--- src/rtl/mips_pkg.sv ---
// Shared MIPS core definitions used by the EX-stage divider: state encoding, width, funct codes.
package mips_pkg;

   localparam int DIV_WIDTH = 32;

   localparam logic [5:0] FUNCT_DIV  = 6'b011010;
   localparam logic [5:0] FUNCT_DIVU = 6'b011011;

   typedef enum logic [1:0] {
      DIV_FREE,
      DIV_BYZERO,
      DIV_ON,
      DIV_END
   } div_state_t;

endpackage

--- src/rtl/ex_div_if.sv ---
// EX-stage <-> divider handshake: start/operands/annul in, result/ready/stall request out.
interface ex_div_if
   import mips_pkg::*;
#(
   parameter int WIDTH = DIV_WIDTH
);
   logic               i_start;
   logic               i_signed_div;
   logic [WIDTH-1:0]   i_opdata1;
   logic [WIDTH-1:0]   i_opdata2;
   logic               i_annul;
   logic [2*WIDTH-1:0] o_result;
   logic               o_ready;
   logic               o_stallreq;

   modport master (
      output i_start, i_signed_div, i_opdata1, i_opdata2, i_annul,
      input  o_result, o_ready, o_stallreq
   );

   modport slave (
      input  i_start, i_signed_div, i_opdata1, i_opdata2, i_annul,
      output o_result, o_ready, o_stallreq
   );
endinterface

--- src/rtl/div_step.sv ---
// One combinational restoring-division iteration on magnitudes: shift {rem,quo}, trial-subtract divisor.
module div_step
   import mips_pkg::*;
#(
   parameter int WIDTH = DIV_WIDTH
) (
   input  logic [WIDTH-1:0] rem,
   input  logic [WIDTH-1:0] quo,
   input  logic [WIDTH-1:0] divisor,
   output logic [WIDTH-1:0] rem_nxt,
   output logic [WIDTH-1:0] quo_nxt
);
   logic [WIDTH:0]   shifted;
   logic [WIDTH-1:0] trial;
   logic             borrow;

   assign shifted = {rem, quo[WIDTH-1]};
   // When no borrow the true difference is below the divisor, so WIDTH bits hold it exactly.
   assign trial   = shifted[WIDTH-1:0] - divisor;
   assign borrow  = shifted < {1'b0, divisor};

   always_comb begin
      rem_nxt = trial;
      quo_nxt = {quo[WIDTH-2:0], 1'b1};
      if (borrow) begin
         rem_nxt = shifted[WIDTH-1:0];
         quo_nxt = {quo[WIDTH-2:0], 1'b0};
      end
   end
endmodule

--- src/rtl/ex_div.sv ---
// EX-stage iterative restoring divider (DIV/DIVU), WIDTH steps, stalls the front end while busy.
// Define DIV_EARLY_OUT_EN to finish in two cycles when |dividend| < |divisor|.
//
//  state      | meaning
//  -----------+-----------------------------------------------------------
//  DIV_FREE   | idle, waiting for an un-annulled start
//  DIV_BYZERO | short path: zero divisor (result 0) or early-out (quo 0)
//  DIV_ON     | one restoring step per clock, counter 0..WIDTH-1
//  DIV_END    | o_ready high, result held until start drops
module ex_div
   import mips_pkg::*;
#(
   parameter int WIDTH = DIV_WIDTH
) (
   input logic     clk,
   input logic     rst,
   ex_div_if.slave bus
);
   localparam int CW = $clog2(WIDTH + 1);

   div_state_t         state, state_nxt;
   logic [CW-1:0]      cnt;
   logic [WIDTH-1:0]   rem_r, quo_r, dvsr_r;
   logic [WIDTH-1:0]   rem_nxt, quo_nxt;
   logic [WIDTH-1:0]   abs1, abs2;
   logic [2*WIDTH-1:0] result_r;
   logic               neg_quo, neg_rem;
   logic               sign1, sign2, start_ok, last_step, early;

   assign sign1     = bus.i_signed_div & bus.i_opdata1[WIDTH-1];
   assign sign2     = bus.i_signed_div & bus.i_opdata2[WIDTH-1];
   assign abs1      = sign1 ? -bus.i_opdata1 : bus.i_opdata1;
   assign abs2      = sign2 ? -bus.i_opdata2 : bus.i_opdata2;
   assign start_ok  = bus.i_start & ~bus.i_annul;
   assign last_step = (cnt == CW'(WIDTH - 1));

`ifdef DIV_EARLY_OUT_EN
   assign early = (abs1 < abs2);
`else
   assign early = 1'b0;
`endif

   div_step #(.WIDTH(WIDTH)) u_step (
      .rem     (rem_r),
      .quo     (quo_r),
      .divisor (dvsr_r),
      .rem_nxt (rem_nxt),
      .quo_nxt (quo_nxt)
   );

   always_ff @(posedge clk or posedge rst) begin
      if (rst) state <= DIV_FREE;
      else     state <= state_nxt;
   end

   always_comb begin
      state_nxt = state;
      case (state)
         DIV_FREE:   if (start_ok) state_nxt = ((abs2 == '0) || early) ? DIV_BYZERO : DIV_ON;
         DIV_ON:     if (bus.i_annul) state_nxt = DIV_FREE;
                     else if (last_step) state_nxt = DIV_END;
         DIV_BYZERO: state_nxt = bus.i_annul ? DIV_FREE : DIV_END;
         DIV_END:    if (bus.i_annul || !bus.i_start) state_nxt = DIV_FREE;
         default:    state_nxt = DIV_FREE;
      endcase
   end

   // Early-out preloads the dividend magnitude as the remainder; zero divisor leaves it 0.
   always_ff @(posedge clk or posedge rst) begin
      if (rst) begin
         cnt      <= '0;
         rem_r    <= '0;
         quo_r    <= '0;
         dvsr_r   <= '0;
         neg_quo  <= 1'b0;
         neg_rem  <= 1'b0;
         result_r <= '0;
      end else begin
         case (state)
            DIV_FREE: if (start_ok) begin
               dvsr_r  <= abs2;
               neg_quo <= sign1 ^ sign2;
               neg_rem <= sign1;
               cnt     <= '0;
               rem_r   <= early ? abs1 : '0;
               quo_r   <= early ? '0 : abs1;
            end
            DIV_ON: begin
               rem_r <= rem_nxt;
               quo_r <= quo_nxt;
               cnt   <= cnt + CW'(1);
               if (last_step && !bus.i_annul)
                  result_r <= {neg_rem ? -rem_nxt : rem_nxt, neg_quo ? -quo_nxt : quo_nxt};
            end
            DIV_BYZERO: if (!bus.i_annul)
               result_r <= {neg_rem ? -rem_r : rem_r, {WIDTH{1'b0}}};
            default: ;
         endcase
      end
   end

   assign bus.o_result   = result_r;
   assign bus.o_ready    = (state == DIV_END);
   assign bus.o_stallreq = ~bus.i_annul & (((state == DIV_FREE) & bus.i_start) |
                                           (state == DIV_ON) | (state == DIV_BYZERO));
endmodule

--- src/flat_wrapper.sv ---
// flat-port wrapper written by rule: the top's interface ports become plain ports
module ex_div_flat import mips_pkg::*;
#(
   parameter int WIDTH = DIV_WIDTH
)
  (clk, rst, bus_i_start, bus_i_signed_div, bus_i_opdata1, bus_i_opdata2, bus_i_annul, bus_o_result, bus_o_ready, bus_o_stallreq);
  ex_div_if #(.WIDTH(WIDTH)) bus_i ();
  input logic clk;
  input logic rst;
  input wire logic [$bits(bus_i.i_start)-1:0] bus_i_start;
  input wire logic [$bits(bus_i.i_signed_div)-1:0] bus_i_signed_div;
  input wire logic [$bits(bus_i.i_opdata1)-1:0] bus_i_opdata1;
  input wire logic [$bits(bus_i.i_opdata2)-1:0] bus_i_opdata2;
  input wire logic [$bits(bus_i.i_annul)-1:0] bus_i_annul;
  output wire logic [$bits(bus_i.o_result)-1:0] bus_o_result;
  output wire logic [$bits(bus_i.o_ready)-1:0] bus_o_ready;
  output wire logic [$bits(bus_i.o_stallreq)-1:0] bus_o_stallreq;
  assign bus_i.i_start = bus_i_start;
  assign bus_i.i_signed_div = bus_i_signed_div;
  assign bus_i.i_opdata1 = bus_i_opdata1;
  assign bus_i.i_opdata2 = bus_i_opdata2;
  assign bus_i.i_annul = bus_i_annul;
  assign bus_o_result = bus_i.o_result;
  assign bus_o_ready = bus_i.o_ready;
  assign bus_o_stallreq = bus_i.o_stallreq;
  ex_div #(.WIDTH(WIDTH)) u_core (.clk(clk), .rst(rst), .bus(bus_i));
endmodule
--- config.mk ---
export PLATFORM = sky130hd
export DESIGN_NAME = ex_div_flat
export DESIGN_NICKNAME = d
export VERILOG_FILES = /design/src/rtl/mips_pkg.sv /design/src/rtl/ex_div_if.sv /design/src/rtl/div_step.sv /design/src/rtl/ex_div.sv /design/src/flat_wrapper.sv
export SDC_FILE = /design/constraint.sdc
export NUM_CORES = 1
export LEC_CHECK = 0
export ABC_AREA = 0
export CELL_PAD_IN_SITES_DETAIL_PLACEMENT = 1
export CELL_PAD_IN_SITES_GLOBAL_PLACEMENT = 1
export CORE_MARGIN = 4
export CORE_UTILIZATION = 45
export CTS_CLUSTER_SIZE = 16
export DETAILED_ROUTE_END_ITERATION = 6
export HOLD_SLACK_MARGIN = 0.06
export PLACE_DENSITY = 0.95
export SKIP_LAST_GASP = 1
export SYNTH_ARGS = -nofsm -noshare
export SYNTH_HDL_FRONTEND = slang
export SYNTH_SLANG_ARGS = --single-unit
--- constraint.sdc ---
create_clock -name clk -period 8.5 [get_ports clk]
set_clock_uncertainty 0.05 [all_clocks]
set_input_delay 1.7 -clock clk [delete_from_list [all_inputs] [get_ports clk]]
set_output_delay 1.7 -clock clk [all_outputs]
set_load 0.02 [all_outputs]
==> results by group <==
Clocking
  – Clock Latency Late Sink: ~0.46 ns
  – PostCTS Resize Cnt: 0
  – Setup bufs post-CTS: 0
  – CTS H-tree depth: 4
  – Root Buffer Master: clkbuf_16
  – Clock Tree Buf Depth: 2
  – Cts bufs inserted: 17
  – Clock slew at reported path FFs: 0.07 ns
  – CTS sink cnt: 170
  – CTS Hold Bufs: 0
  – CTS tree: yes

Yosys
  – Yosys reg bits: 170
  – Yosys warnings: 0
  – Mapped Area: about 13,000 µm²
  – Average size of a mapped cell: between 7 and 8 µm²
  – Synth async-reset ratio: 100%
  – Yosys cell types: 84
  – Mapped Cells: around 1,700
  – EDFF count, synth: 0
  – Post-Synth Simple-Gate Area: between 20% and 30%
  – Mux contribution to synthesized area: around 1.8%
  – Syn Nets: around 1,800
  – XOR/XNOR Fraction of Synth Area: 11.0%
  – Synth Flop Type: dfrtp_1
  – Combinational family with the most area after synthesis: compound AO/OA/AOI/OAI gates
  – Synthesized-area fraction occupied by adder cells: under 10%
  – Compound-Gate Fraction of Synth Area: between 20% and 30%
  – Seq/Total Area, Yosys: 32.5%

Timing
  – Finish-stage setup viols: 0
  – PnR worst setup slack: ~2.8 ns
  – Final Critical Period: around 5.7 ns
  – Max Fclk: roughly 180 MHz
  – Unrepaired setup endpoints after global routing: false
  – Setup TNS: 0 ns
  – Worst-Margin Slew: approximately 1.1 ns
  – Fin crit share: 67.1%
  – Final Hold Vio Count: 0
  – Rel. slew slack: between 20% and 30%
  – Max Slew Vio Count: 0

Die
  – DIE AREA: approximately 32,000 µm²
  – Initial Util: 45.7%
  – Die Ht: 179 µm
  – # rows: a little over 60
  – Die X: about 180 µm
  – Core Region: about 29,000 µm²
  – Num ports: roughly 140

Power and ir drop
  – Clock power share: between 10% and 20%
  – Psw: slightly above 4 mW
  – Peak VDD IR: approximately 0.00029 V
  – Combinational group share of total power: 67.8%
  – Sw frac: 55.0%
  – Register share of total power: a little over a fifth
  – Power density over the cells: between 400 and 500 nW/µm²
  – Pleak: about 6.2 nW
  – Int Power: 3.34 mW
  – Total Power: between 7 and 8 mW

GRT
  – M2 GR Usage: between 40 and 50%
  – Overall Global Routing Usage: between 20% and 30%
  – Grt met1 use: 38.9%
  – GRT Max-Usage Layer: met2
  – Vias in the first global route: approximately 13,000
  – Total grt overflow: 0
  – Routing usage on met3: about 6.0%
  – First-pass GRT wire length: 72,200 µm
  – Pin count of the biggest net entering global routing: 103
  – Initial antenna violation count: 0

Finish
  – Antenna fix cells: 0
  – Proportion of layout cells with a drive suffix above 1: ~4.7%
  – Fin nets: about 1,800
  – Area growth syn-to-layout: 15.5%
  – Post-layout util: between 50 and 60%

Run
  – Max Cap Viol: 0

Hold path
  – HP Class: register to register

Routing
  – Drt drc: 0
  – Final ANT Viol Nets: 0
  – Routed wire length: 45,100 µm
  – First drt pass iteration count: 5
  – Via-to-Cell Ratio: 6.15
  – Avg WL per Cell: between 20 and 25 µm
  – DR vias: roughly 13,000
  – Drt first-iter violations: between 1,000 and 1,500

Worst setup path
  – Worst stage delay on the critical path: between 0.5 and 0.6 ns
  – Setup Crit Path Kind: register to register
  – Startpoint types: register
  – Critical path arrival: around 6.0 ns
  – Critical Path RT: 8.75 ns
  – Largest delay share family, worst path: simple AND/OR/NAND/NOR gates
  – Crit. End Element: register
  – CP max stage cell: dfrtp_1
  – Highest net fanout along the worst path: 36
  – Cells along the critical path: ha_1 > a21oi_1 > o21ai_1 > nand2b_1 > a21oi_1 > a211o_2 > inv_2 > ha_1 > nand3b_1 > nand2b_1 > or4_1 > or3_1 > or3_1 > o31ai_1 > xor2_1 > o21ai_0
  – Crit path buf inv count: 1

Placement
  – Port bufs: 134
  – GPL Wtd Cong: 0.894
  – Post-DP HPWL: 33,000 µm
  – Pre-CTS WS: 3.00 ns

Outcome
  – Status: complete, no violations
[cell usage after synthesis, types with 24 or more instances]
cell	number	area, µm²
nand2_1	269	1010
dfrtp_1	170	4250
xnor2_1	68	596
nor3_1	32	160
clkbuf_1	77	289
nor2_1	116	435
mux2i_1	24	240
a21oi_1	117	586
xor2_1	96	841
o31ai_1	39	293
ha_1	42	526
o21ai_0	216	1080
inv_1	53	199
or3_1	35	219
[through the flow]
stage	cell area [µm²]	hold slack, ns	instances
2_1_floorplan	13100	0.400	1677
3_3_place_gp	14600	0.412	2098
3_5_place_dp	14600	0.421	2098
4_1_cts	15100	0.438	2130
5_1_grt	15100	0.457	2130
6_report	15100	0.429	2130
[registers in the layout, summed over array words and instances, names as in the netlist]
signal / flops
u_core.bus.o_result: 64
u_core.cnt: 6
u_core.dvsr_r: 32
u_core.neg_quo: 1
u_core.neg_rem: 1
u_core.quo_r: 32
u_core.rem_r: 32
u_core.state: 2
[worst paths after layout]
kind	start	endpoint	slack, ns	cells past startpoint
setup / recovery	u_core.rem_r[7]$_DFFE_PP0P_	u_core.bus.o_result[26]$_DFFE_PP0P_	2.80	16
hold / removal	u_core.dvsr_r[6]$_DFFE_PP0P_	u_core.dvsr_r[6]$_DFFE_PP0P_	0.43	2
setup reg to reg	u_core.rem_r[7]$_DFFE_PP0P_	u_core.bus.o_result[26]$_DFFE_PP0P_	2.80	16
hold reg to reg	u_core.dvsr_r[6]$_DFFE_PP0P_	u_core.dvsr_r[6]$_DFFE_PP0P_	0.43	2
max in group asynchronous	rst	u_core.dvsr_r[18]$_DFFE_PP0P_	5.12	3
min in group asynchronous	rst	u_core.bus.o_result[59]$_DFFE_PP0P_	1.73	2
[cell usage in the layout, fill, tap and decap left out, drive strengths merged, types with 6 or more instances in the layout]
cell type and n:
o21ai 236, a211oi 9, nand2 269, o41ai 14, o31ai 40, o32ai 8, a21o 12, nor2b 7
clkdlybuf4s50 134, nand3 24, mux2i 24, and3 8, or4 10, o21a 9, nand4 12, nand2b 15
inv 62, or3 36, nor2 116, xor2 96, and2 15, clkbuf 18, nor3 34, a211o 8
xnor2 68, a21oi 120, a22o 17, dfrtp 170, ha 42, or2 6, nor4 18, buf 10
a21boi 7, a31oi 10
[power groups by stage]
stage	clock, mW	combinational (mW)	sequential [mW]
floorplan	0	3.38	1.55
global placement	0	4.62	1.56
detailed placement	0	4.84	1.60
CTS	0.784	4.94	1.59
global route	0.815	5.46	1.66
finish	0.778	5.03	1.61
[area by class of cell]
class	count	area (µm²)
Fill cell	3519	13600
Clock inverter	14	130
Timing Repair Buffer	144	1420
Inverter	55	211
Multi-Input combinational cell	1345	8220
Tap cell	384	480
Clock buffer	18	429
Sequential cell	170	4250
[cell families (layout without fill, tap and decap cells)]
logic type,count (synthesis),count (layout)
xor+xnor,164,164
fa+ha+maj,43,43
flops,170,170
buf+inv,162,231
simple gates,583,583
mux,24,24
compound gates,531,531
[layer usage]
metal  wire length, µm  up-vias
li1                  -     6041
met1             20000     6424
met2             20400      535
met3              3550       95
met4              1150        0
met5                 0        -
[worst register-to-register path, stage by stage (launching register included)]
cell      delay, ns
dfrtp_1        0.58
ha_1           0.45
a21oi_1        0.30
o21ai_1        0.16
nand2b_1       0.19
a21oi_1        0.09
a211o_2        0.45
inv_2          0.54
ha_1           0.33
nand3b_1       0.13
nand2b_1       0.24
or4_1          0.58
or3_1          0.45
or3_1          0.47
o31ai_1        0.28
xor2_1         0.17
o21ai_0        0.10
Power figures use the tool's default switching activity.
